### src/rtl/pipe_hazard_ctrl.sv
// Pipeline sequencing controller: load-use stalls, branch/global flushes and
// the fixed-latency HI/LO multiply/divide hold-and-release sequence.
module pipe_hazard_ctrl #(
  parameter int unsigned MD_CYCLES = 4,
  parameter int unsigned CNT_W     = 6
) (
  input  logic       clk,
  input  logic       rst_n,
  input  logic       flush_all,
  input  logic       ex_valid,
  input  logic       ex_branch_taken,
  input  logic       ex_muldiv,
  input  logic       ex_memtoreg,
  input  logic       ex_regwrite,
  input  logic [4:0] ex_wbregnum,
  input  logic [4:0] id_rs,
  input  logic [4:0] id_rt,
  input  logic       id_uses_rs,
  input  logic       id_uses_rt,
  output logic       pc_en,
  output logic       ifid_en,
  output logic       idex_en,
  output logic       exmem_en,
  output logic       ifid_clr,
  output logic       idex_clr,
  output logic       exmem_clr,
  output logic       md_start,
  output logic       md_busy,
  output logic       hilo_we,
  output logic       md_abort
);

  typedef enum logic [1:0] {StRun, StMdBusy, StMdDone} state_e;

  state_e             state_q, state_d;
  logic   [CNT_W-1:0] cnt_q, cnt_d;
  logic               luh;

  // Load in EX whose destination is read by the instruction in ID.
  assign luh = ex_valid && ex_memtoreg && ex_regwrite && (ex_wbregnum != 5'd0) &&
               ((id_uses_rs && (id_rs == ex_wbregnum)) ||
                (id_uses_rt && (id_rt == ex_wbregnum)));

  // State and mul/div counter, synchronous active-low reset.
  always_ff @(posedge clk) begin
    if (!rst_n) begin
      state_q <= StRun;
      cnt_q   <= '0;
    end else begin
      state_q <= state_d;
      cnt_q   <= cnt_d;
    end
  end

  // Next-state and combinational stage-register controls.
  always_comb begin
    state_d   = state_q;
    cnt_d     = cnt_q;
    pc_en     = 1'b1;
    ifid_en   = 1'b1;
    idex_en   = 1'b1;
    exmem_en  = 1'b1;
    ifid_clr  = 1'b0;
    idex_clr  = 1'b0;
    exmem_clr = 1'b0;
    md_start  = 1'b0;
    md_busy   = 1'b0;
    hilo_we   = 1'b0;
    md_abort  = 1'b0;

    if (!rst_n) begin
      // Hold every stage register cleared while reset is asserted.
      pc_en     = 1'b0;
      ifid_en   = 1'b0;
      idex_en   = 1'b0;
      exmem_en  = 1'b0;
      ifid_clr  = 1'b1;
      idex_clr  = 1'b1;
      exmem_clr = 1'b1;
      state_d   = StRun;
      cnt_d     = '0;
    end else begin
      unique case (state_q)
        StRun: begin
          if (flush_all) begin
            ifid_clr  = 1'b1;
            idex_clr  = 1'b1;
            exmem_clr = 1'b1;
          end else if (ex_valid && ex_branch_taken) begin
            ifid_clr = 1'b1;
            idex_clr = 1'b1;
          end else if (ex_valid && ex_muldiv) begin
            md_start  = 1'b1;
            pc_en     = 1'b0;
            ifid_en   = 1'b0;
            idex_en   = 1'b0;
            exmem_clr = 1'b1;
            cnt_d     = CNT_W'(MD_CYCLES - 1);
            state_d   = (MD_CYCLES == 1) ? StMdDone : StMdBusy;
          end else if (luh) begin
            pc_en    = 1'b0;
            ifid_en  = 1'b0;
            idex_clr = 1'b1;
          end
        end
        StMdBusy: begin
          md_busy   = 1'b1;
          pc_en     = 1'b0;
          ifid_en   = 1'b0;
          idex_en   = 1'b0;
          exmem_clr = 1'b1;
          if (flush_all) begin
            md_abort = 1'b1;
            ifid_clr = 1'b1;
            idex_clr = 1'b1;
            cnt_d    = '0;
            state_d  = StRun;
          end else begin
            cnt_d = cnt_q - CNT_W'(1);
            if (cnt_q == CNT_W'(1)) state_d = StMdDone;
          end
        end
        StMdDone: begin
          state_d = StRun;
          if (flush_all) begin
            md_abort  = 1'b1;
            ifid_clr  = 1'b1;
            idex_clr  = 1'b1;
            exmem_clr = 1'b1;
          end else begin
            hilo_we = 1'b1;
          end
        end
        default: begin
          state_d = StRun;
          cnt_d   = '0;
        end
      endcase
    end
  end

endmodule
### config.mk
export PLATFORM = sky130hd
export DESIGN_NAME = pipe_hazard_ctrl
export DESIGN_NICKNAME = d
export VERILOG_FILES = /design/src/rtl/pipe_hazard_ctrl.sv
export SDC_FILE = /design/constraint.sdc
export NUM_CORES = 1
export LEC_CHECK = 0
export ABC_AREA = 1
export BUFFER_PORTS_ARGS = -buffer_cell sky130_fd_sc_hd__buf_2
export CORE_UTILIZATION = 40
export CTS_CLUSTER_DIAMETER = 40
export DETAILED_ROUTE_END_ITERATION = 8
export PLACE_DENSITY_LB_ADDON = 0.25
export SKIP_CTS_REPAIR_TIMING = 1
export SLEW_MARGIN = 20
export SYNTH_ARGS = -nofsm -noshare
export SYNTH_HDL_FRONTEND = slang
export SYNTH_SLANG_ARGS = --single-unit
### constraint.sdc
create_clock -name clk -period 1.95 [get_ports clk]
set_input_delay 0.585 -clock clk [delete_from_list [all_inputs] [get_ports clk]]
set_output_delay 0.585 -clock clk [all_outputs]
set_load 0.01 [all_outputs]
==> results of run 1 <==
final timing paths:
check               end  depth (start not counted)       start
max               pc_en                         11    id_rs[0]
max reg2reg  state_q[1]                          8  state_q[1]
min reg2reg    cnt_q[1]                          2    cnt_q[1]
min            cnt_q[1]                          2    cnt_q[1]
power groups by stage:
stage          Clock (W)  Combinational [W]  Sequential [W]
2_1_floorplan          0           0.000514        0.000265
3_3_place_gp           0           0.000671        0.000275
3_5_place_dp           0           0.000684        0.000275
4_1_cts         0.000134           0.000686        0.000271
5_1_grt         0.000140           0.000920        0.000286
6_report        0.000125           0.000814        0.000277
critical path, delay by kind of cell:
kind | cells | cell delay [ns]
and+or+nand+nor | 7 | 0.43
buffers and inverters | 3 | 0.28
AOI/OAI and AO/OA | 1 | 0.14
sequential cells by signal (all words and copies together), names as in the netlist:
| register | flops |
|---|---|
| cnt_q | 6 |
| state_q | 2 |
through the flow:
step,cells,worst slack (ns),hold WS [ns],util (%),cell area [um^2]
2_1_floorplan,155,0.0137,0.471,-,863
3_3_place_gp,218,-0.0985,0.497,54.7,1080
3_5_place_dp,218,-0.120,0.503,54.7,1080
4_1_cts,221,-0.219,0.510,55.8,1110
5_1_grt,224,-0.173,0.549,64.4,1280
6_report,224,-0.0790,0.503,64.4,1280
area by class of cell:
cell class / count / area (um^2) / share of cell area, %
inverter: 31 / 129 / 10.1
clock buffer: 3 / 22.5 / 1.76
multi-input combinational: 113 / 627 / 49.1
timing repair buffer: 42 / 302 / 23.6
sequential: 8 / 163 / 12.7
tap: 27 / 33.8 / 2.65
logic make-up after synthesis:
kind of cell               Yosys count  synth area share [%]
xor gates and xnor gates             1                  1.02
and+or+nand+nor                     87                  42.6
adders and majority gates            6                  8.73
AOI/OAI and AO/OA                   19                  13.2
DFF                                  8                  18.6
buffers and inverters               34                  15.7
layout by cell type, fill, tap and decap left out, types with 3 or more instances in the layout:
| master | n |
|---|---|
| nand2_2 | 10 |
| dfxtp_1 | 6 |
| inv_1 | 12 |
| ha_1 | 5 |
| inv_2 | 15 |
| nand4_1 | 3 |
| nand3_1 | 9 |
| inv_4 | 3 |
| buf_6 | 5 |
| clkbuf_4 | 3 |
| buf_2 | 25 |
| buf_4 | 8 |
| nor2_2 | 3 |
| buf_8 | 4 |
| o21ai_0 | 5 |
| nor2_1 | 16 |
| nand2_1 | 41 |
| a21oi_1 | 7 |
Yosys cell counts:
| library cell | instances |
|---|---|
| o21ai_4 | 1 |
| dfxtp_1 | 8 |
| nand2_1 | 50 |
| o21ai_2 | 1 |
| nor2_1 | 20 |
| ha_1 | 6 |
| nand2_2 | 2 |
| o21ai_0 | 7 |
| a21oi_1 | 9 |
| buf_4 | 2 |
| nor2_4 | 1 |
| inv_1 | 29 |
| nand2_4 | 1 |
| nor3_1 | 1 |
| nand4_1 | 3 |
| clkbuf_1 | 1 |
| nand3_1 | 9 |
| a31o_2 | 1 |
| inv_2 | 2 |
| xnor2_1 | 1 |
metal layers:
metal / GRT usage [%] / up-vias
li1: - / 561
met1: 21.8 / 475
met2: 31.9 / 24
met3: 2.52 / 5
met4: 7.35 / 0
met5: 0 / -
==> summary.txt, run 1 <==
Drt
  • M1 wire length: approximately 960 um
  • Vias post-DR: 1065
  • Number of DRC markers in iteration 0: 13
  • Routed wire length per instance: 9.78 um
  • Vias per Instance: 4.75
  • Metal2 WL: ~1100 um
  • Antenna-violating nets left: 0
  • Residual DRC: 0
  • DRT Pass-1 Iters: 4
  • Highest metal used: met4
  • Met3 wire len: roughly 95 um
  • Routed wire length: around 2200 um

Yosys
  • Synth area leaders: nand2_1 (22%), dfxtp_1 (19%), inv_1 (13%), ha_1 (8.7%), nor2_1 (8.7%)
  • Yosys Warn Count: 0
  • Syn Inst Count: 155
  • Netlist cell types: 20
  • Area leader, netlist: nand2_1
  • Yosys top cell area share: 21.8%
  • Yosys reg bits: 8
  • Register area share after synthesis: 18.6%
  • Syn_area_per_cell: approximately 5.5 um^2
  • Syn Nets: 186
  • Mapped cell area: between 800 and 900 um^2

Global routing
  • Largest net degree at the start of global routing: 10
  • First-pass GRT wire length: 3450 um
  • Gr ovfl total: 0
  • Initial antenna violation count: 0
  • GRT Total Usage: between 10% and 20%
  • Vias in the first global route: 942

Clock network
  • Cts bufs inserted: 3
  • CTS root buf: clkbuf_4
  • H-tree levels: 1
  • Sink Count: 8
  • Clk slew on worst S/H paths: roughly 0.050 ns
  • Clock Path Buffers: 2
  • CTS tree: built
  • Clk Latency, worst-skew pair: 0.25 ns

Power
  • Reg power frac: between 20% and 30%
  • Pleak: 0.709 nW
  • Sw Ratio: 46.1%
  • Sw Pwr: 0.000561 W
  • Worst vdd ir: approximately 0.00063 V
  • Pwr Density: around 950 nW/um^2
  • Combinational Power Share: 66.9%
  • Clock power share: 10.3%
  • Internal: 0.000656 W
  • Total power: between 0.001 and 0.0015 W

Worst setup path
  • CP max FO: 2
  • Reg2reg setup slack: 0.62 ns
  • Critical Path Start Type: input pin
  • Critical path class: input pin to primary output
  • Cell mode on critical path: nand2_1
  • CP Data Arrival Time: 1.44 ns
  • Worst Path Required: roughly 1.4 ns
  • Critical Path Sink Type: primary output
  • Slowest cell on crit path: a21oi_2
  • Max incr delay on CP: 0.14 ns
  • Crit-path cells: buf_6 > inv_2 > nand2_1 > nand2_1 > nor2_1 > nand3_1 > nand2_1 > nand2_1 > nand2_1 > a21oi_2 > buf_2

STA
  • Actual slew at the worst max-slew pin: between 0.2 and 0.25 ns
  • Final WS setup: -0.0790 ns
  • RSZ-0062 raised after global routing: true
  • Relative slew slack: a little under nine tenths
  • Clock skew: 0.000238 ns
  • Final setup fails: 3
  • Final period util: 104%
  • Achievable Freq: 0.493 GHz
  • Hold Vio Cnt, Final: 0
  • Final TNS setup: -0.221 ns
  • Max-slew violations: 0
  • Post-layout min period: 2.03 ns

Final layout
  • Number of diodes: 0
  • Layout area overhead: 48.5%
  • Fillers: around 180
  • Layout Nets: 230
  • Layout cell share with drive strength beyond 1: 45.2%

Placement
  • Number of port buffers: 35
  • Final Wtd Congestion: 0.855
  • HPWL after DPL: 1600 um

Die
  • Die Width: 48.4 um
  • Row cnt: 16
  • Die height: between 40 and 50 um
  • Core Box Area: 1980 um^2
  • Ports: 36
  • Initial core utilization: between 40% and 50%
  • Die area: roughly 2300 um^2

Run status
  • Failing checks: setup timing
  • Outcome: finished, violations left

Hold path
  • Hold crit path type: flip-flop to flip-flop

Job
  • Max-Cap Viols: 0
Note: power is estimated with default switching activity, not from simulation.
==> run 2, diff against run 1 <==
CTS_BUF_LIST = sky130_fd_sc_hd__clkbuf_8   (was default)
==> run 2 against run 1 <==
The run still ends with setup timing left; critical path depth is the same; power grew 3.5%; flip-flop and latch count unchanged; largest cell class unchanged; maximum frequency is 0.49% lower; final area up 0.49%; register-to-register slack about the same; die area did not move; sequential share of layout area down 0.062 points; largest power group unchanged; worst hold slack gained 0.00079 ns; first-iteration DRC count up 38%; core utilization rose by 0.32 points; clock skew about the same.
==> summary.txt, run 2 (synthesis gave the netlist of run 1 again) <==
Worst setup path
  • Critical Path Sink Type: primary output
  • Worst Path Required: 1.36 ns (about the same)
  • CP max FO: 2 (unchanged)
  • CP Data Arrival Time: 1.45 ns (about the same)
  • Critical path class: input pin to primary output
  • Critical Path Start Type: input pin

STA
  • Fin Hold WS: 0.504 ns (+0.000785 ns)
  • Achievable Freq: 0.490 GHz (-0.49%)
  • Clock skew: 0.000686 ns (+0.000448 ns)
  • Max-slew violations: 0 (unchanged)
  • Final setup fails: 3 (unchanged)
  • Actual slew at the worst max-slew pin: 0.218 ns (+0.000984 ns)
  • RSZ-0062 raised after global routing: true
  • Final WS setup: -0.0889 ns (-0.00991 ns)
  • Hold Vio Cnt, Final: 0 (unchanged)
  • Final period util: 105% (+0.51 points)
  • Relative slew slack: 85.3% (about the same)
  • Post-layout min period: 2.04 ns (+0.00991 ns)

Drt
  • Vias post-DR: 1045 (-1.9%)
  • Antenna-violating nets left: 0 (unchanged)
  • DRT Pass-1 Iters: 4 (unchanged)
  • Number of DRC markers in iteration 0: 18 (+5)
  • Residual DRC: 0 (unchanged)
  • Routed wire length: 2150 um (-1.7%)
  • Vias per Instance: 4.71 (-0.99%)
  • Routed wire length per instance: 9.70 um (-0.85%)

Clock network
  • Clk Latency, worst-skew pair: 0.23 ns (-0.02 ns)
  • CTS tree: built
  • Cts bufs inserted: 3 (unchanged)
  • CTS root buf: clkbuf_8
  • Clk slew on worst S/H paths: 0.04 ns (about the same)
  • H-tree levels: 1 (unchanged)
  • Sink Count: 8 (unchanged)
  • Clock Path Buffers: 2 (unchanged)

Final layout
  • Leading cell type in the layout, fill and taps excluded: nand2_1
  • Top reg by flops: cnt_q
  • Layout area overhead: 49.2%
  • Design area: 1280 um^2 (+0.49%)
  • Multi-input logic area: 629 um^2 (+0.40%)
  • Register area: 163 um^2 (unchanged)
  • Number of diodes: 0 (unchanged)
  • Most frequent cells in the layout: nand2_1 (41), buf_2 (25), nor2_1 (16), inv_2 (15), inv_1 (12)
  • Layout Nets: 228 (-0.87%)
  • Largest registers: cnt_q x6, state_q x2
  • Max FFs per register: 6 (unchanged)
  • Layout cell share with drive strength beyond 1: 45.6% (+0.46 points)
  • Fillers: 187 (+2.2%)

Power
  • Total power: 0.00126 W (+3.5%)
  • Sw Pwr: 0.000560 W (about the same)
  • Internal: 0.000699 W (+6.5%)
  • Reg power frac: 22.1% (-0.7 points)
  • Pwr Density: 982 nW/um^2 (+3.0%)
  • Clock power share: 15.8% (+5.5 points)
  • Sw Ratio: 44.5% (-1.6 points)
  • Combinational Power Share: 62.1% (-4.8 points)
  • Worst vdd ir: 0.000675 V (+6.8%)
  • Pleak: 0.702 nW (-0.96%)

Placement
  • Number of port buffers: 35 (unchanged)
  • Final Wtd Congestion: 0.855 (unchanged)
  • HPWL after DPL: 1600 um (unchanged)
  • DP Area: 1080 um^2 (unchanged)

Die
  • Die height: 48.4 um (unchanged)
  • Ports: 36 (unchanged)
  • Die area: 2340 um^2 (unchanged)
  • Initial core utilization: 43.4% (unchanged)
  • Core Box Area: 1980 um^2 (unchanged)
  • Die Width: 48.4 um (unchanged)
  • Row cnt: 16 (unchanged)

Run status
  • Outcome: finished, violations left
  • Failing checks: setup timing

Global routing
  • Gr ovfl total: 0 (unchanged)
  • GRT Total Usage: 18.0% (unchanged)
  • First-pass GRT wire length: 3450 um (unchanged)
  • Vias in the first global route: 939 (-0.32%)
  • Initial antenna violation count: 0 (unchanged)
  • Largest net degree at the start of global routing: 10 (unchanged)

Hold path
  • Hold crit path type: flip-flop to flip-flop

Job
  • Max-Cap Viols: 0 (unchanged)
[run 2: cell count changes in the layout (fill, tap and decap cells not counted)]
cell      change
a21oi_1       -2
clkbuf_8      +3
nand2_4       -1
a21oi_2       +2
buf_4         -2
nand2_2       +1
clkbuf_4      -3
[run 2: critical path: stages]
cell	delay (ns)
buf_6	0.09
inv_2	0.05
nand2_1	0.05
nand2_1	0.07
nor2_1	0.04
nand3_1	0.07
nand2_1	0.05
nand2_1	0.08
nand2_1	0.08
a21oi_2	0.14
buf_2	0.14
[run 2: final cells by class]
cell class                 count  area share, %
clock buffer                   3           3.22
inverter                      31           10.0
multi-input combinational    113           49.1
sequential                     8           12.7
tap                           27           2.63
timing repair buffer          40           22.3
[run 2: path summary, 6_finish.rpt]
path	from	to	slack, ns	cells after the start
worst max-delay path	id_rs[0]	pc_en	-0.09	11
worst min-delay path	cnt_q[1]	cnt_q[1]	0.50	2
worst max register to register	state_q[1]	state_q[1]	0.62	8
worst min register to register	cnt_q[1]	cnt_q[1]	0.50	2
[run 2: routing by layer]
| metal | up-vias | routed length, um | global-route usage [%] |
|---|---|---|---|
| met4 | 0 | 35 | 7.35 |
| met5 | - | 0 | 0 |
| met2 | 22 | 1100 | 31.9 |
| met1 | 462 | 936 | 21.8 |
| li1 | 556 | - | - |
| met3 | 5 | 87 | 2.52 |
[run 2: power by group through the flow]
stage / sequential [W] / combinational (W) / clock, W
after floorplan: 0.000265 / 0.000514 / 0
after global placement: 0.000275 / 0.000671 / 0
after detailed placement: 0.000275 / 0.000684 / 0
after CTS: 0.000272 / 0.000686 / 0.000203
after global routing: 0.000287 / 0.000883 / 0.000211
final: 0.000278 / 0.000782 / 0.000199
[run 2: per-stage QoR]
step | util [%] | instances | worst slack (ns) | TNS [ns]
2_1_floorplan | - | 155 | 0.0137 | 0
4_1_cts | 56.8 | 221 | -0.183 | -0.855
3_3_place_gp | 54.7 | 218 | -0.0985 | -0.280
5_1_grt | 64.7 | 222 | -0.181 | -0.534
3_5_place_dp | 54.7 | 218 | -0.120 | -0.340
6_report | 64.7 | 222 | -0.0889 | -0.240
==> run 3, diff against run 2 <==
==> constraint.sdc (replaced) <==
create_clock -name clk -period 1.95 [get_ports clk]
set_input_delay 0.585 -clock clk [delete_from_list [all_inputs] [get_ports clk]]
set_output_delay 0.585 -clock clk [all_outputs]
set_load 0.005 [all_outputs]
==> run 3 against run 2 <==
The run still ends with setup timing left; combinational power grew 1%; worst hold slack gained 0.011 ns; final area down 1.1%; cell count is 1.4% higher; sequential share of layout area up 0.53 points; clock skew grew 0.0022 ns; flip-flop and latch count unchanged; clock-buffer cell count is the same; critical path type unchanged; critical endpoint is now ifid_en; highest routed layer unchanged.
==> summary.txt, run 3 (synthesis gave the netlist of run 1 again) <==
Run status
  • Outcome: finished, violations left
  • Failing checks: setup timing

Power
  • Pwr Density: 1010 nW/um^2 (+3.4%)
  • Worst vdd ir: 0.000706 V (+4.5%)
  • Pleak: 0.719 nW (+2.3%)
  • Total power: 0.00129 W (+2.3%)

Worst setup path
  • Worst Path Required: 1.36 ns (about the same)
  • Critical Path Sink Type: primary output
  • Critical path class: input pin to primary output
  • RR Startpoint: state_q[1]
  • CP max FO: 5 (+3)
  • Max incr delay on CP: 0.16 ns (+0.02 ns)
  • CP delay by family, top: simple AND/OR/NAND/NOR gates
  • Cell mode on critical path: nand2_1
  • Buf/Inv on CP: 3 (unchanged)
  • Setup crit start: ex_wbregnum[0]
  • Crit-path cells: buf_4 > inv_1 > nand2_1 > nand2_1 > nor2_1 > nand3_1 > nand2_1 > nand2_2 > nand2_2 > a21oi_2 > buf_2
  • Slowest cell on crit path: a21oi_2
  • CP Data Arrival Time: 1.47 ns (+0.02 ns)
  • Critical Path Start Type: input pin

Clock network
  • Cts bufs inserted: 3 (unchanged)
  • Clk slew on worst S/H paths: 0.04 ns (about the same)
  • Sink Count: 8 (unchanged)
  • Clock Path Buffers: 2 (unchanged)
  • CTS tree: built
  • CTS root buf: clkbuf_8
  • H-tree levels: 1 (unchanged)
  • Clk Latency, worst-skew pair: 0.24 ns (about the same)

Drt
  • DRT Pass-1 Iters: 4 (unchanged)
  • Vias per Instance: 4.78 (+1.5%)
  • Routed wire length per instance: 10.8 um (+11%)
  • Residual DRC: 0 (unchanged)
  • Vias post-DR: 1075 (+2.9%)
  • Routed wire length: 2420 um (+13%)
  • Number of DRC markers in iteration 0: 33 (+15)
  • Antenna-violating nets left: 0 (unchanged)

Job
  • Max-Cap Viols: 0 (unchanged)

STA
  • Actual slew at the worst max-slew pin: 0.256 ns (+0.0374 ns)
  • Clock skew: 0.00286 ns (+0.00217 ns)
  • Max-slew violations: 0 (unchanged)
  • Final period util: 106% (+1.0 points)
  • RSZ-0062 raised after global routing: true
  • Post-layout min period: 2.06 ns (+0.0202 ns)
  • Final TNS setup: -0.235 ns (+0.00486 ns)
  • Fin Hold WS: 0.515 ns (+0.0111 ns)
  • Relative slew slack: 82.8% (-2.5 points)
  • Final WS setup: -0.109 ns (-0.0202 ns)
  • Hold Vio Cnt, Final: 0 (unchanged)
  • Final setup fails: 4 (+1)
  • Achievable Freq: 0.486 GHz (-0.98%)

Placement
  • Dpl cells: 221 (+1.4%)
  • Final Wtd Congestion: 0.819 (-4.2%)
  • Number of port buffers: 35 (unchanged)
  • HPWL after DPL: 1740 um (+8.9%)

Global routing
  • GRT Total Usage: 20.0% (+1.9 points)
  • Initial antenna violation count: 0 (unchanged)
  • Gr ovfl total: 0 (unchanged)
  • First-pass GRT wire length: 3660 um (+6.2%)
  • Largest net degree at the start of global routing: 7 (-3)
  • Vias in the first global route: 924 (-1.6%)

Final layout
  • Largest registers: cnt_q x6, state_q x2
  • Final Core Density: 64.0% (-0.69 points)
  • Number of diodes: 0 (unchanged)
  • Layout cell share with drive strength beyond 1: 40.9% (-4.7 points)
  • Most frequent cells in the layout: nand2_1 (41), buf_2 (29), inv_1 (19), nor2_1 (19), nand2_2 (10)
  • Max FFs per register: 6 (unchanged)
  • Layout area overhead: 47.6%
  • Leading cell type in the layout, fill and taps excluded: nand2_1
  • Layout Nets: 231 (+1.3%)
  • Non-Filler Instances: 225 (+1.4%)
  • Top reg by flops: cnt_q

Die
  • Die Width: 48.4 um (unchanged)
  • Die area: 2340 um^2 (unchanged)
  • Ports: 36 (unchanged)
  • Row cnt: 16 (unchanged)
  • Die height: 48.4 um (unchanged)
  • Initial core utilization: 43.4% (unchanged)
  • Core Box Area: 1980 um^2 (unchanged)

Hold path
  • Hold_sp: state_q[0]
  • Hold crit path type: flip-flop to flip-flop
-- run 3: cell count changes in the layout (fill, tap and decap cells not counted), moves of 2 or more --
cell / previous run / this run
a21oi_1: 5 / 7
a21oi_2: 4 / 2
buf_2: 25 / 29
buf_4: 6 / 9
buf_8: 4 / 1
dfxtp_2: 2 / 0
dfxtp_4: 0 / 2
inv_1: 12 / 19
inv_2: 15 / 6
inv_4: 3 / 5
nor2_1: 16 / 19
nor2_2: 3 / 1
-- run 3: per-layer routing --
metal / global-route usage (%) / vias to the layer above / share of wire [%]
met3: 4.09 / 9 / 5.9
met5: 0 / - / 0
li1: - / 560 / -
met4: 11.8 / 0 / 3.6
met2: 35.4 / 41 / 51
met1: 21.9 / 465 / 39
-- run 3: power by group --
group	internal [W]	switching [W]
logic	0.000340	0.000450
registers	0.000235	0.0000563
clock network	0.000134	0.0000721
total	0.000709	0.000579
-- run 3: worst reg2reg max path: stages, from the launching register on --
cell,delay [ns]
dfxtp_4,0.36
inv_4,0.05
ha_1,0.22
nand2_1,0.10
inv_1,0.09
o21ai_0,0.13
nand2_1,0.14
o21ai_0,0.18
a21oi_1,0.05
-- run 3: area by class of cell --
class                           instances  area (um^2)
Timing Repair Buffer                   43          273
Clock buffer                            3         41.3
Tap cell                               27         33.8
Fill cell                             191          713
Sequential cell                         8          168
Multi-Input combinational cell        113          619
Inverter                               31          134
-- run 3: per-stage QoR --
step	setup WS, ns	area, um^2
after global placement	-0.0875	1100
after detailed placement	-0.101	1100
final	-0.109	1270
after CTS	-0.173	1140
after floorplan	0.0400	860
after global routing	-0.185	1270
-- run 3: worst paths after layout --
kind / slack, ns / endpoint / cells past startpoint
worst max-delay path: -0.11 / ifid_en / 11
worst min-delay path: 0.51 / state_q[0] / 2
worst max register to register: 0.52 / state_q[1] / 8
worst min register to register: 0.51 / state_q[0] / 2
